## src/rtl/pipe_pkg.sv

```systemverilog
// Shared PIPE receive-path definitions: generation codes, rate-change FSM states,
// completion status codes and per-generation data-path widths.
package pipe_pkg;

  typedef logic [2:0] gen_t;

  localparam gen_t GEN1 = 3'd1;
  localparam gen_t GEN2 = 3'd2;
  localparam gen_t GEN3 = 3'd3;

  localparam int unsigned GEN1_WIDTH = 8;
  localparam int unsigned GEN2_WIDTH = 16;
  localparam int unsigned GEN3_WIDTH = 32;

  typedef enum logic [1:0] {
    ST_IDLE     = 2'd0,
    ST_DRAIN    = 2'd1,
    ST_WAIT_PHY = 2'd2,
    ST_SETTLE   = 2'd3
  } rate_state_e;

  typedef enum logic [1:0] {
    DS_OK      = 2'd0,
    DS_TIMEOUT = 2'd1,
    DS_BADGEN  = 2'd2
  } done_status_e;

  // Rx data-path width for a generation; 0 for an illegal code.
  function automatic int unsigned gen_width(input gen_t gen);
    case (gen)
      GEN1:    gen_width = GEN1_WIDTH;
      GEN2:    gen_width = GEN2_WIDTH;
      GEN3:    gen_width = GEN3_WIDTH;
      default: gen_width = 0;
    endcase
  endfunction

endpackage

```

## src/rtl/pipe_rx_rate_ctrl.sv

```systemverilog
// PIPE receive-path link-speed sequencer: drains Rx traffic, drives Rate, waits for
// PhyStatus, settles, then retargets GEN; RxValid is gated while the PHY switches.
module pipe_rx_rate_ctrl
  import pipe_pkg::*;
#(
  parameter int unsigned DRAIN_CYCLES   = 2,
  parameter int unsigned SETTLE_CYCLES  = 4,
  parameter int unsigned TIMEOUT_CYCLES = 1024
) (
  input  logic       clk,
  input  logic       reset,
  input  logic       ReqValid,
  input  logic [2:0] ReqGen,
  output logic       ReqReady,
  input  logic       RxValid,
  input  logic       PhyStatus,
  output logic [1:0] Rate,
  output logic [2:0] GEN,
  output logic       RxValidOut,
  output logic       Busy,
  output logic       Done,
  output logic [1:0] DoneStatus
);

  localparam int unsigned MAX_A = (DRAIN_CYCLES > SETTLE_CYCLES) ? DRAIN_CYCLES : SETTLE_CYCLES;
  localparam int unsigned MAX_P = (MAX_A > TIMEOUT_CYCLES) ? MAX_A : TIMEOUT_CYCLES;
  localparam int unsigned CNT_W = $clog2(MAX_P) + 1;

  localparam logic [CNT_W-1:0] DRAIN_LAST  = CNT_W'(DRAIN_CYCLES - 1);
  localparam logic [CNT_W-1:0] SETTLE_LAST = CNT_W'(SETTLE_CYCLES - 1);
  localparam logic [CNT_W-1:0] TMO_LAST    = CNT_W'(TIMEOUT_CYCLES - 1);

  rate_state_e      state_q, state_d;
  logic [CNT_W-1:0] cnt_q, cnt_d;
  logic [CNT_W-1:0] tmo_q, tmo_d;
  gen_t             gen_q, gen_d, tgt_q, tgt_d;
  logic [1:0]       rate_q, rate_d;
  done_status_e     dstat_q, dstat_d;
  logic             done_q, done_d;
  logic             rdy_q, busy_q;

  logic accept_c, legal_c;

  assign accept_c = ReqValid && rdy_q && (state_q == ST_IDLE);
  assign legal_c  = (ReqGen == GEN1) || (ReqGen == GEN2) || (ReqGen == GEN3);

  // State and registered outputs
  always_ff @(posedge clk) begin
    if (!reset) begin
      state_q <= ST_IDLE;
      cnt_q   <= '0;
      tmo_q   <= '0;
      gen_q   <= GEN1;
      tgt_q   <= GEN1;
      rate_q  <= 2'd0;
      dstat_q <= DS_OK;
      done_q  <= 1'b0;
      rdy_q   <= 1'b0;
      busy_q  <= 1'b0;
    end else begin
      state_q <= state_d;
      cnt_q   <= cnt_d;
      tmo_q   <= tmo_d;
      gen_q   <= gen_d;
      tgt_q   <= tgt_d;
      rate_q  <= rate_d;
      dstat_q <= dstat_d;
      done_q  <= done_d;
      rdy_q   <= (state_d == ST_IDLE);
      busy_q  <= (state_d != ST_IDLE);
    end
  end

  // Next state; a completing drain beats timeout, PhyStatus beats timeout
  always_comb begin
    state_d = state_q;
    case (state_q)
      ST_IDLE: begin
        if (accept_c && legal_c && (ReqGen != gen_q)) state_d = ST_DRAIN;
      end
      ST_DRAIN: begin
        if (!RxValid && (cnt_q == DRAIN_LAST)) state_d = ST_WAIT_PHY;
        else if (tmo_q == TMO_LAST)            state_d = ST_IDLE;
      end
      ST_WAIT_PHY: begin
        if (PhyStatus)              state_d = ST_SETTLE;
        else if (tmo_q == TMO_LAST) state_d = ST_IDLE;
      end
      ST_SETTLE: begin
        if (cnt_q == SETTLE_LAST) state_d = ST_IDLE;
      end
      default: state_d = ST_IDLE;
    endcase
  end

  // Counters, rate/generation and completion status
  always_comb begin
    cnt_d   = '0;
    tmo_d   = '0;
    gen_d   = gen_q;
    tgt_d   = tgt_q;
    rate_d  = rate_q;
    dstat_d = dstat_q;
    done_d  = 1'b0;
    case (state_q)
      ST_IDLE: begin
        if (accept_c) begin
          if (!legal_c) begin
            done_d  = 1'b1;
            dstat_d = DS_BADGEN;
          end else if (ReqGen == gen_q) begin
            done_d  = 1'b1;
            dstat_d = DS_OK;
          end else begin
            tgt_d = ReqGen;
          end
        end
      end
      ST_DRAIN: begin
        cnt_d = RxValid ? '0 : cnt_q + CNT_W'(1);
        tmo_d = tmo_q + CNT_W'(1);
        if (state_d == ST_WAIT_PHY) begin
          rate_d = 2'(tgt_q - 3'd1);
          cnt_d  = '0;
          tmo_d  = '0;
        end else if (state_d == ST_IDLE) begin
          done_d  = 1'b1;
          dstat_d = DS_TIMEOUT;
        end
      end
      ST_WAIT_PHY: begin
        tmo_d = tmo_q + CNT_W'(1);
        if (state_d == ST_IDLE) begin
          rate_d  = 2'(gen_q - 3'd1);
          done_d  = 1'b1;
          dstat_d = DS_TIMEOUT;
        end
      end
      ST_SETTLE: begin
        cnt_d = cnt_q + CNT_W'(1);
        if (state_d == ST_IDLE) begin
          gen_d   = tgt_q;
          done_d  = 1'b1;
          dstat_d = DS_OK;
          cnt_d   = '0;
        end
      end
      default: ;
    endcase
  end

  assign RxValidOut = RxValid && (state_q != ST_WAIT_PHY) && (state_q != ST_SETTLE);
  assign ReqReady   = rdy_q;
  assign Rate       = rate_q;
  assign GEN        = gen_q;
  assign Busy       = busy_q;
  assign Done       = done_q;
  assign DoneStatus = dstat_q;

endmodule

```

## config.mk

```make
export PLATFORM = sky130hd
export DESIGN_NAME = pipe_rx_rate_ctrl
export DESIGN_NICKNAME = d
export VERILOG_FILES = /design/src/rtl/pipe_pkg.sv /design/src/rtl/pipe_rx_rate_ctrl.sv
export SDC_FILE = /design/constraint.sdc
export NUM_CORES = 1
export LEC_CHECK = 0
export CAP_MARGIN = 20
export CORE_UTILIZATION = 40
export CTS_CLUSTER_SIZE = 10
export DETAILED_ROUTE_END_ITERATION = 12
export DONT_BUFFER_PORTS = 1
export PLACE_DENSITY_LB_ADDON = 0.25
export REMOVE_ABC_BUFFERS = 1
export SLEW_MARGIN = 5
export SYNTH_ARGS = -nofsm -noshare
export SYNTH_HDL_FRONTEND = slang
export SYNTH_SLANG_ARGS = --single-unit
```

## constraint.sdc

```tcl
create_clock -name clk -period 2.7 [get_ports clk]
set_clock_uncertainty 0.05 [all_clocks]
set_input_delay 0.54 -clock clk [delete_from_list [all_inputs] [get_ports clk]]
set_output_delay 0.54 -clock clk [all_outputs]
set_load 0.05 [all_outputs]
```

-- Word-level counts from Yosys, hierarchy flattened
Cells that the tools add are included.
- bitwise operators: 1
- $add $sub $neg: 4
- reduce and logical (&&, ||, !) cells: 19
- mux-type cells: 28
- eq/ne operators: 20
- operators with widths (kind ; number):
    $mux 11 ; 4
    $pmux 11 s2 ; 2
    $mux 2 ; 13
    $add 11x1->11 const B ; 2
    $pmux 2 s4 ; 2
    $ne 2x2->1 const B ; 7
    $eq 11x1->1 const B ; 1
    $eq 11x10->1 const B ; 1
    $eq 11x2->1 const B ; 1
    $reduce_and 4->1 ; 2
    $logic_and 1x1->1 ; 7
    $eq 2x2->1 const B ; 3
    $eq 3x2->1 const B ; 2
    $mux 1 ; 5
    $logic_not 2->1 ; 2
    $pmux 2 s2 ; 1
    $reduce_bool 2->1 ; 2
    $sub 2x1->2 const B ; 2
    $eq 3x1->1 const B ; 1
    $eq 3x3->1 ; 1
    $ne 3x2->1 const B ; 1
    $ne 3x3->1 ; 1
    $pmux 1 s3 ; 1
    $reduce_and 3->1 ; 1
    6 further kinds ; 7
- word-level logic and storage cells: 82
- output and inout port bits: 11
- input port bits: 8
- bits in registers: 37

-- Depth between registers and ports, before layout
Gate-level depths: netlist of the first run.
- depth after elaboration: 11
- mapped depth: 11
- depth with buffers taken out: 9

-- Least setup slack after synthesis of the first run
OpenSTA, ideal clock, no wires.
- path kind: register -> output
- from: register state_q[0]
- to: output RxValidOut
- stages on the path, launching flop included: 5
- arrival time: 2073 ps
- buffers on the path: 1
- required time: 2110 ps
- path slack: 37 ps
- path through: dfxtp_1 > inv_1 > ha_1 > clkbuf_1 > nor3b_1
- cells in the longest elaborated chain, start to end: 3
- elaborated cells on any way between the ends: 4
- those cells by class: eq/ne (2); reduce/logical (2)
- RTL lines (what ; line ; text):
    start: declaration ; pipe_rx_rate_ctrl.sv:33 ; rate_state_e state_q, state_d;
    start signal: assignment ; pipe_rx_rate_ctrl.sv:61 ; state_q <= state_d;
    $ne 2x2->1 ; pipe_rx_rate_ctrl.sv:152 ; assign RxValidOut = RxValid && (state_q != ST_WAIT_PHY) && (state_q != ST_SETTLE);
    $logic_and 1x1->1 ; pipe_rx_rate_ctrl.sv:152 ;
    $logic_and 1x1->1 (*) ; pipe_rx_rate_ctrl.sv:152 ;
    end: declaration ; pipe_rx_rate_ctrl.sv:19 ; output logic RxValidOut,
Mark *: on every way between the ends. The rest lies on a longest branch, timed or not.

-- Worst setup path in the final report of the first run
- from: register cnt_q[0]
- to: register gen_q[0], in the netlist GEN[0]
- cells in the longest elaborated chain, start to end: 6
- elaborated cells on any way between the ends: 8
- those cells by class: eq/ne (2); mux (3); reduce/logical (3)
- RTL lines (what ; line ; text):
    start: declaration ; pipe_rx_rate_ctrl.sv:34 ; logic [CNT_W-1:0] cnt_q, cnt_d;
    start signal: assignment ; pipe_rx_rate_ctrl.sv:62 ; cnt_q <= cnt_d;
    $eq 11x1->1 ; pipe_rx_rate_ctrl.sv:82 ; if (!RxValid && (cnt_q == DRAIN_LAST)) state_d = ST_WAIT_PHY;
    $logic_and 1x1->1 ; pipe_rx_rate_ctrl.sv:82 ;
    $mux 2 ; pipe_rx_rate_ctrl.sv:82 ;
    $pmux 2 s4 (*) ; pipe_rx_rate_ctrl.sv:77 ; case (state_q)
    $logic_not 2->1 (*) ; pipe_rx_rate_ctrl.sv:141 ; if (state_d == ST_IDLE) begin
    $reduce_and 2->1 (no line) (*) ; -- ;
    end signal: assignment ; pipe_rx_rate_ctrl.sv:64 ; gen_q <= gen_d;
    end: declaration ; pipe_rx_rate_ctrl.sv:36 ; gen_t gen_q, gen_d, tgt_q, tgt_d;
Marks and branches as above.
A chain may end at the register's enable or synchronous reset.

==> results of run 1 <==
==> per-stage QoR <==
step | hold WS, ns | cells | utilization (%) | instance area, um^2
floorplan | 0.368 | 205 | - | 1800
global placement | 0.383 | 270 | 44.9 | 1970
detailed placement | 0.388 | 270 | 44.9 | 1970
CTS | 0.264 | 278 | 48.0 | 2100
global route | 0.264 | 278 | 48.4 | 2120
finish | 0.271 | 278 | 48.4 | 2120
==> registers in the layout, indices dropped and copies added, names as in the netlist <==
name	count
tmo_q	11
Rate	2
cnt_q	11
ReqReady	1
Done	1
tgt_q	3
Busy	1
GEN	3
DoneStatus	2
state_q	2
==> worst max-delay path by stage <==
| stage | end | slack [ns] |
|---|---|---|
| 2_1_floorplan | RxValidOut | 0.12 |
| 3_3_place_gp | DoneStatus[0] | 0.26 |
| 3_5_place_dp | Rate[1] | 0.23 |
| 4_1_cts | GEN[0] | 0.21 |
| 5_1_grt | Rate[1] | -0.01 |
| 6_report | GEN[0] | 0.26 |
==> layout by cell type, fill, tap and decap left out, drive strengths merged, types with 4 or more instances in the layout <==
master and count:
nor2 38, dfxtp 37, nand2 19, nand3 15, buf 13, xnor2 10
xor2 9, inv 8, ha 8, o21ai 7, mux2i 7, clkbuf 5
nor3 4, nand4 4
==> routing by layer <==
| layer | wire, um | vias to the layer above |
|---|---|---|
| met5 | 0 | - |
| met4 | 57 | 0 |
| met3 | 137 | 7 |
| met2 | 1570 | 27 |
| met1 | 1800 | 670 |
| li1 | - | 760 |
==> cells by family (layout without fill, tap and decap cells) <==
logic type      count (synthesis)  after routing  share of synthesized area [%]
simple gates                   98             98                           26.3
flops                          37             37                           40.5
compound gates                 28             28                           11.4
xor+xnor                       19             19                           9.10
buf+inv                        14             29                           3.08
fa+ha+maj                       8              8                           5.47
mux                             7              7                           4.24
==> worst max-delay path, delay by kind of cell, from the launching register on <==
| kind | cells | cell delay (ns) |
|---|---|---|
| compound gates | 2 | 0.47 |
| fa+ha+maj | 1 | 0.24 |
| flops | 1 | 0.40 |
| mux | 1 | 0.22 |
| simple gates | 4 | 0.95 |
==> cell type report <==
cell class	instances	area, um^2	area share, %
Timing Repair Buffer	13	97.6	4.60
Tap cell	52	65.1	3.07
Clock buffer	5	68.8	3.24
Clock inverter	3	65.1	3.07
Sequential cell	37	741	34.9
Inverter	8	30.0	1.42
Multi-Input combinational cell	160	1050	49.7
==> timing repair <==
item,in CTS,in global routing
endpoints found under the hold margin,0,0
resized for setup,0,2
endpoints found under the setup margin,0,2
==> report_power, final <==
part	total (uW)	leakage, uW	internal [uW]	switching (uW)
Combinational	49.8	0.000407	19.7	30.1
Sequential	565	0.000299	551	14.7
Clock	563	0.0000681	367	196
==> flow_summary.yaml, run 1 <==
clock_tree:
  post_cts.repair.setup_buffers: 0
  cts_sinks: 37
  cts_tree: "yes"
  htree_num_levels: 2
  clk_pin_slew_ns: 0.08
  clock_latency_ns: 0.29
  clockRootBuffer: "clkbuf_8"
  cts_made_buffers: 5
  cts_hold_buffers: 0
  clockBufferDepth: 2
global_routing:
  use_met2_pct: 24.6
  track_usage_pct: 16.3
  grt_max_degree: 15
  gr-usage-met1_pct: 21.9
  grt_pass1_wl_um: 6400
  use_met3_pct: 4.65
  busiest_layer: "met2"
  antenna_found_initial: 0
  grt_pass1_vias: 1467
  grt_overflow: 0
critical_path:
  timing.critical_path.cells: "ha_1, nor3b_1, and4_1, o32ai_2, a311oi_2, nand4_1, mux2i_1, nand2_1"
  cp-startpoint: "cnt_q[0]"
  cp_data_required_time_ns: 2.83
  reg2reg_to: "GEN[0]"
  slowest_stage: "dfxtp_1"
  r2r_start: "cnt_q[0]"
  critPathKind: "reg2reg"
  cp-start-kind: "register"
  critical_path_arrival_ns: 2.57
  crit_path_max_fanout: 5
  end_kind: "register"
  rrSetupSlack_ns: 0.26
  r2r_cells: 8
  max_stage_delay_ns: 0.40
timing:
  fin_crit_sh_pct: 90.3
  setup_viol: 0
  hold_violations: 0
  slew_headroom_pct: 61.9
  worstMarginPinSlew_ns: 0.567
  fin_ws_ns: 0.262
  fin_crit_ns: 2.44
  max_freq_mhz: 410
  fin_setup_tns_ns: 0
  slew_violations: 0
final_layout:
  diodes: 0
  n_fill_cell: 419
  area_delta_synth_final_pct: 15.9
  layout-drive-gt1-share_pct: 13.3
  final_nets: 241
floorplan:
  core_area_mm2: 0.00438
  die_x_um: 69.6
  ios: 19
  die_h_um: 69.6
  rows: 24
  start_util_pct: 41.7
  die_area_mm2: 0.00485
placement:
  gp_congestion: 0.878
  post-place-ws_ns: 0.232
  port_buffers: 0
  dp_hpwl_um: 2710
synth:
  ys_types: 44
  async_reset_ff_share_pct: 0
  synth_seq_cells: 37
  yosysWarnings: 0
  syn_inst: 211
  synth_common_cells: "nor2_1, dfxtp_1, nand2_1, nand3_1, xnor2_1"
  synth_top_flop_cell: "dfxtp_1"
  seq_area_frac_synth_pct: 40.5
  avgSynthCellArea_um2: 8.67
  yosys-top-cells-area: "dfxtp_1, nor2_1, ha_1"
  synth_edf_count: 0
  yosys.area.top_type: "dfxtp_1"
  syn_area_mm2: 0.00183
  yosysMostFrequentCell: "nor2_1"
  synth_top_area_share_pct: 40.5
job:
  max-cap-violations: 0
power:
  p_leak_uw: 0.000774
  fin_total_pwr_uw: 1180
  ir_worst_vdd_uv: 295
  powerDensity_mw_per_mm2: 556
drt:
  dr_total_vias: 1464
  wl_per_cell_um: 12.8
  dr.pass1.iters: 4
  routed_wl_um: 3560
  drc: 0
  ant_nets: 0
  viasPerCell: 5.27
  drt_first_iter_violations: 61
worst_hold_path:
  min_from: "reset"
  min_to: "GEN[0]"
  hold-path-cell-count: 1
  min_path_type: "in2reg"
outcome:
  status: "finished, final reports clean"
No activity file was read; power rests on OpenSTA's default activity.
==> inputs of run 2 (changes only) <==
clock period = 3 ns   (was 2.7 ns; I/O delays follow)
==> run 2 against run 1 <==
Count of clock-buffer cells in the layout rose by 2; first-iteration DRC count fell by 41%; sequential cell count did not move; worst hold slack improved by 0.057 ns; largest cell class unchanged; largest power group unchanged.
==> flow_summary.yaml, run 2 (synthesis gave the netlist of run 1 again) <==
outcome:
  status: "finished, final reports clean"
timing:
  fin_crit_ns: 2.56
  worstMarginPinSlew_ns: 0.642
  setup_viol: 0
  fin_ws_ns: 0.441
  hold_violations: 0
  max_freq_mhz: 391
  slew_violations: 0
  rsz0062_at_grt: "no"
  fin_setup_tns_ns: 0
  fin_crit_sh_pct: 85.3
  slew_headroom_pct: 56.8
floorplan:
  start_util_pct: 41.7
  die_x_um: 69.6
  rows: 24
  ios: 19
  die_h_um: 69.6
  die_area_mm2: 0.00485
  core_area_mm2: 0.00438
clock_tree:
  clock_latency_ns: 0.28
  cts_hold_buffers: 0
  cts_resized: 0
  cts_sinks: 37
  clockRootBuffer: "clkbuf_8"
  clockBufferDepth: 2
  htree_num_levels: 2
  post_cts.repair.setup_buffers: 0
  clk_pin_slew_ns: 0.08
  cts_made_buffers: 5
  cts_tree: "yes"
final_layout:
  diodes: 0
  layout_commonest_cell: "nor2_1"
  final_nets: 235
  multiInputGateArea_mm2: 0.00104
  layout-drive-gt1-share_pct: 10.0
  final-seq-area_um2: 741
  area_delta_synth_final_pct: 11.6
  reg_top3: "cnt_q x11, tmo_q x11"
  n_fill_cell: 441
  layout_common_cells: "nor2_1, dfxtp_1, nand2_1, nand3_1, xnor2_1"
drt:
  ant_nets: 0
  dr_total_vias: 1423
  drc: 0
  dr.pass1.iters: 4
  viasPerCell: 5.23
  routed_wl_um: 3520
  wl_per_cell_um: 12.9
  drt_first_iter_violations: 36
global_routing:
  grt_pass1_wl_um: 5840
  antenna_found_initial: 0
  grt_max_degree: 15
  grt_pass1_vias: 1280
  grt_overflow: 0
  track_usage_pct: 15.1
worst_hold_path:
  min_path_type: "in2reg"
power:
  powerDensity_mw_per_mm2: 486
  ir_worst_vdd_uv: 224
  clkPwrFrac_pct: 44.4
  p_leak_uw: 0.000733
  switching_power_uw: 210
  p_seq_share_pct: 51.2
  swShare_pct: 21.1
  power_frac_comb_pct: 4.3
  p_int_uw: 783
critical_path:
  critPathKind: "reg2reg"
  cp_data_required_time_ns: 3.14
  timing.critical_path.cells: "ha_1, nand3_1, nor4b_1, o21ai_1, o31ai_2, and2_1, a21oi_1, a311oi_1"
  slowest_stage: "o31ai_2"
  crit_path_max_fanout: 7
  end_kind: "register"
  cp-start-kind: "register"
  critical_path_arrival_ns: 2.70
  max_stage_delay_ns: 0.44
placement:
  gp_congestion: 0.823
  post-place-ws_ns: 0.434
  port_buffers: 0
  dp_hpwl_um: 2600
job:
  max-cap-violations: 0
run 2: per-layer routing:
layer | vias up | GRT usage (%) | part of all wire, %
li1 | 750 | - | -
met1 | 639 | 19.5 | 52
met2 | 28 | 23.0 | 42
met3 | 6 | 3.92 | 4.2
met4 | 0 | 8.22 | 2.0
met5 | - | 0 | 0
run 2: final timing paths:
path                            slack [ns]  cells after the start        to  startpoint
worst max-delay path                  0.44                      8   Rate[1]    tmo_q[0]
worst min-delay path                  0.33                      1    GEN[0]       reset
worst min register to register        0.40                      1  tmo_q[0]    tmo_q[0]
worst max register to register        0.44                      8   Rate[1]    tmo_q[0]
run 2: through the flow:
| stage | util [%] | instances | total power (uW) | instance area [um^2] | hold WS [ns] |
|---|---|---|---|---|---|
| finish | 46.6 | 272 | 993 | 2040 | 0.328 |
| global route | 46.6 | 272 | 1030 | 2040 | 0.322 |
| CTS | 46.6 | 272 | 1010 | 2040 | 0.311 |
| detailed placement | 43.9 | 264 | 563 | 1930 | 0.399 |
| global placement | 43.9 | 264 | 563 | 1930 | 0.380 |
| floorplan | - | 205 | 554 | 1800 | 0.368 |
run 2: power by group through the flow:
stage	clock network, uW	registers (uW)	logic, uW
after floorplan	0	524	30.0
after CTS	456	509	43.0
after detailed placement	0	520	42.9
after global placement	0	520	42.8
final	441	509	42.9
after global routing	473	509	47.1
run 2: cell type report:
type                            count  share of cell area [%]
Clock inverter                      1                    1.47
Sequential cell                    37                    36.3
Inverter                            8                    1.47
Clock buffer                        7                    4.23
Multi-Input combinational cell    160                    50.8
Tap cell                           52                    3.19
Timing Repair Buffer                7                    2.57
run 2: critical path, delay by kind of cell (launching register included):
family	cells	cell delay, ns
adder cells (fa/ha/maj)	1	0.19
flip-flops	1	0.36
AO/OA/AOI/OAI	4	0.94
AND/OR/NAND/NOR	3	0.92
